[config.mk]
export PLATFORM = sky130hd
export DESIGN_NAME = result_collector
export DESIGN_NICKNAME = d
export VERILOG_FILES = /design/src/rtl/result_pkg.sv /design/src/rtl/sync_fifo.sv /design/src/rtl/result_collector.sv
export SDC_FILE = /design/constraint.sdc
export NUM_CORES = 1
export LEC_CHECK = 0
export BUFFER_PORTS_ARGS = -buffer_cell sky130_fd_sc_hd__buf_2
export CORE_ASPECT_RATIO = 0.8
export CORE_MARGIN = 1
export CORE_UTILIZATION = 40
export CTS_CLUSTER_DIAMETER = 50
export DETAILED_ROUTE_END_ITERATION = 8
export HOLD_SLACK_MARGIN = 0.05
export PLACE_DENSITY = 0.66
export SLEW_MARGIN = 20
export SYNTH_ARGS = -nofsm -noshare
export SYNTH_HDL_FRONTEND = slang
export SYNTH_SLANG_ARGS = --single-unit
[constraint.sdc]
create_clock -name clk -period 3.35 [get_ports clk]
set_clock_uncertainty 0.15 [all_clocks]
set_input_delay 0.1675 -clock clk [delete_from_list [all_inputs] [get_ports clk]]
set_output_delay 0.1675 -clock clk [all_outputs]
set_load 0.03 [all_outputs]
[src/rtl/result_pkg.sv]
// Shared types and constants for the result collector slice.
package result_pkg;

  localparam int unsigned CNT_W = 16;

  typedef enum logic [1:0] {
    IDLE    = 2'd0,
    BUSY    = 2'd1,
    TIMEOUT = 2'd2
  } collector_state_t;

endpackage

[src/rtl/sync_fifo.sv]
// Single-clock FIFO with extended pointers; the parent owns all drop policy.
module sync_fifo #(
  parameter int unsigned DATA_W = 8,
  parameter int unsigned DEPTH  = 4
) (
  input  logic              clk,
  input  logic              rst_n,
  input  logic              push,
  input  logic              pop,
  input  logic [DATA_W-1:0] din,
  output logic              full,
  output logic              empty,
  output logic [DATA_W-1:0] head
);

  localparam int unsigned AW = $clog2(DEPTH);
  localparam int unsigned PW = AW + 1;

  logic [DATA_W-1:0] mem [DEPTH];
  logic [PW-1:0]     wr_ptr;
  logic [PW-1:0]     rd_ptr;

  // Pointer update; the extra MSB distinguishes full from empty.
  always_ff @(posedge clk) begin
    if (!rst_n) begin
      wr_ptr <= '0;
      rd_ptr <= '0;
    end else begin
      if (push) wr_ptr <= wr_ptr + PW'(1);
      if (pop)  rd_ptr <= rd_ptr + PW'(1);
    end
  end

  // Storage write; contents need no reset since empty masks them.
  always_ff @(posedge clk) begin
    if (push) mem[wr_ptr[AW-1:0]] <= din;
  end

  assign empty = (wr_ptr == rd_ptr);
  assign full  = (wr_ptr[AW] != rd_ptr[AW]) && (wr_ptr[AW-1:0] == rd_ptr[AW-1:0]);
  assign head  = mem[rd_ptr[AW-1:0]];

endmodule

[src/rtl/result_collector.sv]
// Captures engine results on the valid rising edge, buffers them and flags protocol errors.
module result_collector
  import result_pkg::*;
#(
  parameter int unsigned DATA_W      = 8,
  parameter int unsigned DEPTH       = 4,
  parameter int unsigned TIMEOUT_CYC = 1024
) (
  input  logic              clk,
  input  logic              rst_n,
  input  logic              eng_start,
  input  logic              eng_valid,
  input  logic [DATA_W-1:0] eng_data,
  output logic              out_valid,
  output logic [DATA_W-1:0] out_data,
  input  logic              out_ready,
  input  logic              clr_err,
  output logic              err_timeout,
  output logic              err_spurious,
  output logic              err_overflow,
  output logic [CNT_W-1:0]  result_cnt
);

  localparam int unsigned TIMER_W = $clog2(TIMEOUT_CYC) + 1;
  localparam logic [TIMER_W-1:0] TIMER_LAST = TIMER_W'(TIMEOUT_CYC - 1);

  collector_state_t    state;
  collector_state_t    state_nxt;
  logic [TIMER_W-1:0]  timer;
  logic [TIMER_W-1:0]  timer_nxt;
  logic                valid_q;
  logic                cap;
  logic                push_req;
  logic                push;
  logic                pop;
  logic                timeout_evt;
  logic                spurious_evt;
  logic                overflow_evt;
  logic                fifo_full;
  logic                fifo_empty;
  logic [DATA_W-1:0]   fifo_head;

  // One capture per valid assertion, however long valid is held.
  assign cap = eng_valid & ~valid_q;

  // A capture is accepted if there is room now or a slot frees this cycle.
  assign pop          = ~fifo_empty & out_ready;
  assign push         = push_req & (~fifo_full | pop);
  assign overflow_evt = push_req & ~push;

  // State register.
  always_ff @(posedge clk) begin
    if (!rst_n) state <= IDLE;
    else        state <= state_nxt;
  end

  // Next state, timer and event decode.
  always_comb begin
    state_nxt    = state;
    timer_nxt    = timer;
    push_req     = 1'b0;
    timeout_evt  = 1'b0;
    spurious_evt = 1'b0;
    case (state)
      IDLE: begin
        if (cap) spurious_evt = 1'b1;
        if (eng_start) begin
          state_nxt = BUSY;
          timer_nxt = '0;
        end
      end
      BUSY: begin
        if (timer != '1) timer_nxt = timer + TIMER_W'(1);
        if (cap) begin
          push_req = 1'b1;
          if (eng_start) begin
            state_nxt = BUSY;
            timer_nxt = '0;
          end else begin
            state_nxt = IDLE;
          end
        end else if (timer == TIMER_LAST) begin
          state_nxt   = TIMEOUT;
          timeout_evt = 1'b1;
        end
      end
      TIMEOUT: begin
        if (cap) spurious_evt = 1'b1;
        if (clr_err) state_nxt = IDLE;
      end
      default: state_nxt = IDLE;
    endcase
  end

  // Edge register, timer, sticky flags (new events beat clear) and result counter.
  always_ff @(posedge clk) begin
    if (!rst_n) begin
      valid_q      <= 1'b0;
      timer        <= '0;
      err_timeout  <= 1'b0;
      err_spurious <= 1'b0;
      err_overflow <= 1'b0;
      result_cnt   <= '0;
    end else begin
      valid_q      <= eng_valid;
      timer        <= timer_nxt;
      err_timeout  <= timeout_evt  | (err_timeout  & ~clr_err);
      err_spurious <= spurious_evt | (err_spurious & ~clr_err);
      err_overflow <= overflow_evt | (err_overflow & ~clr_err);
      if (push) result_cnt <= result_cnt + CNT_W'(1);
    end
  end

  sync_fifo #(
    .DATA_W (DATA_W),
    .DEPTH  (DEPTH)
  ) u_fifo (
    .clk   (clk),
    .rst_n (rst_n),
    .push  (push),
    .pop   (pop),
    .din   (eng_data),
    .full  (fifo_full),
    .empty (fifo_empty),
    .head  (fifo_head)
  );

  assign out_valid = ~fifo_empty;
  assign out_data  = fifo_empty ? '0 : fifo_head;

endmodule

==> impl_metrics.toml <==
[synth]
synth.cell_area_mm2 = 0.00334
synth-compound-area-share = 0.104
synthesis.nets = 318
yosys.area.top_type_share = 0.287
synth_top_family_by_area = "simple AND/OR/NAND/NOR gates"
yosys.area_share.xor_xnor = 0.0254
yosysSeqAreaShare = 0.533
synthSimpleGateAreaFrac = 0.204
synth_area_leaders = "edfxtp_1 (29%), dfxtp_1 (25%), mux4_2 (5.4%)"
synth_edf_count = 32
ys_types = 52
ys_ff_latch = 73
synthArstFlopShare = 0
postSynthAreaPerCell_um2 = 11.3
synth_top_cell_by_area = "edfxtp_1"
synthAdderAreaFrac = 0.0262
synth-main-ff-cell = "dfxtp_1"
synth_cells = 297
synth.mux.area_fraction = 0.0808
yosysWarnings = 0

[floorplan]
coreArea_mm2 = 0.00802
num_io_pins = 42
rows = 29
dieArea_mm2 = 0.00873
die_w_um = 104
initial_utilization = 0.417
fp.dieH_um = 83.8

[drt]
finalWirelength_um = 6500
drc = 0
firstDrtPassIters = 4
drt_iter0_markers = 98
vias = 2411
vias_per_cell = 5.17
drtAntennaViolNets = 0
wl_per_cell_um = 14.0

[pwr]
swShare = 0.241
power_density_mw_per_mm2 = 474
vdd_ir_drop_max_v = 0.000225
seq_power_share = 0.507
switchingPower_uw = 456
comb_power_share = 0.100
p_int_uw = 1440
cellLeakagePower_uw = 0.00145
clkPwrFrac = 0.393

[timing]
fin_crit_sh = 0.661
slew_violations = 0
post-route-min-period_ns = 2.21
fmax_mhz = 452
setup_viol = 0
rsz0062_at_grt = "false"
timing.setup.tns_ns = 0
hold_viol = 0
max_slew.worst_pin.slew_ns = 0.820
slew_headroom = 0.453

[setup_path]
cp_num_buf_inv = 1
crit_required_ns = 3.03
end_kind = "primary output"
cp_cell_sequence = "mux4_2 -> nor2b_1 -> buf_2"
critical-path-top-delay-family = "flip-flops"
cpMaxStageDelayCell = "dfxtp_1"
worst-path-max-fanout = 8
start_kind = "register"
slowest_delay_ns = 0.66
critPathKind = "reg2out"
crit_arrival_ns = 1.90

[clock_tree]
cts_num_sinks = 73
path_clk_slew_ns = 0.08
cts_max_level = 3
clockBufferDepth = 2
cts_resized = 0
clock-root-buffer = "clkbuf_8"
insertion_delay_ns = 0.34
numCtsBuffers = 9
cts_tree = "built"

[final_layout]
final_nets = 374
ff_latch_area_mm2 = 0.00178
nFillCells = 707
layout-drive-gt1-share = 0.221
syn2layout_area_growth_pct = 19.4
design_area_mm2 = 0.00399
multi_input_area_mm2 = 0.00148
antenna_cells = 0

[place]
io_buffer_count = 41
placed_cell_area_mm2 = 0.00366
hpwl_um = 4450
place_congestion = 0.758

[grt]
grt_pass1_vias = 2230
use_met1 = 0.206
overflow = 0
busiest_layer = "met2"
grt_antenna_before_repair = 0
grt_pass1_wl_um = 10800
grt_max_degree = 27
met2_usage = 0.242
grt_usage = 0.157
use_met3 = 0.0445

[outcome]
outcome = "finished clean"

[run]
maxCapViolCount = 0

[hold_path]
hp-class = "in2reg"
[power by group through the flow]
stage	logic [uW]	registers [uW]	clock network (uW)
2_1_floorplan	130	974	0
3_3_place_gp	178	981	0
4_1_cts	191	961	769
6_report	189	960	744
3_5_place_dp	180	981	0
5_1_grt	206	964	805
[placed cells by master (no fill, tap or decap), types with 4 or more instances in the layout]
master,netlist,routed
edfxtp_1,32,32
nor2_1,16,16
nor2b_1,14,14
mux4_2,8,8
inv_1,10,10
ha_1,7,7
o211ai_1,4,4
or3_1,6,6
o21ai_0,8,8
nand2b_1,9,9
nand3_1,13,13
buf_4,1,4
mux2i_1,9,9
and2_1,6,6
xor2_1,4,4
a21oi_1,17,17
nor3_1,6,6
dfxtp_1,41,41
buf_2,2,41
dlygate4sd3_1,0,11
clkbuf_8,0,9
nand2_1,23,23
[metal layers]
| metal | part of all wire | wire (um) |
|---|---|---|
| met1 | 0.49 | 3190 |
| met2 | 0.47 | 3040 |
| met3 | 0.032 | 207 |
| met4 | 0.010 | 65 |
| met5 | 0 | 0 |
[worst min-delay path: stages]
cell     delay (ns)
buf_2          0.26
nand2_1        0.12
mux2i_1        0.05
[per-stage QoR]
stage | util | total power [uW] | setup slack, ns | hold WS (ns) | instances
2_1_floorplan | - | 1100 | 1.44 | 0.116 | 297
3_3_place_gp | 0.457 | 1160 | 1.21 | 0.239 | 439
3_5_place_dp | 0.457 | 1160 | 1.14 | 0.241 | 439
4_1_cts | 0.498 | 1920 | 1.07 | 0.133 | 466
5_1_grt | 0.498 | 1980 | 0.984 | 0.160 | 466
6_report | 0.498 | 1890 | 1.14 | 0.160 | 466
[layout make-up]
| type | count | area share |
|---|---|---|
| sequential | 73 | 0.446 |
| multi-input combinational | 203 | 0.369 |
| timing repair buffer | 56 | 0.0865 |
| tap | 108 | 0.0338 |
| clock buffer | 9 | 0.0310 |
| clock inverter | 7 | 0.0235 |
| inverter | 10 | 0.00940 |
[worst paths after layout]
path,from,end,slack [ns],depth (start not counted)
max,register,out_data[5],1.14,3
min,rst_n,result_cnt[14]$_SDFFE_PN0P_,0.16,3
max reg2reg,u_fifo.wr_ptr[1]$_SDFFE_PN0P_,u_fifo.mem[1][2]$_DFFE_PP_,1.16,5
min reg2reg,result_cnt[14]$_SDFFE_PN0P_,result_cnt[14]$_SDFFE_PN0P_,0.32,2
[synth_stat cells (all sizes together) (6+ instances only)]
cell type and count:
a21oi 17, and2 6, clkbuf 7, dfxtp 41, edfxtp 32, ha 7
inv 10, mux2i 9, mux4 8, nand2 23, nand2b 9, nand3 13
nor2 16, nor2b 14, nor3 7, o21ai 10, or3 6, xor2 6
[registers in the layout, summed over array words and instances, names as in the netlist, named ones only]
register,cells
u_fifo.mem,32
result_cnt,16
timer,11
u_fifo.rd_ptr,3
u_fifo.wr_ptr,3
state,2
err_overflow,1
err_spurious,1
err_timeout,1
valid_q,1
[logic make-up after synthesis]
group	after synthesis
AO/OA/AOI/OAI	52
XOR/XNOR	8
adder cells (fa/ha/maj)	7
buffers and inverters	21
flip-flops	73
multiplexers	17
AND/OR/NAND/NOR	119
[timing repair]
item	4_1_cts	5_1_grt
endpoints found under the hold margin	38	0
setup buffers	0	0
setup endpoints to repair	0	0
hold buffers	11	0
No activity file was read; power rests on OpenSTA's default activity.
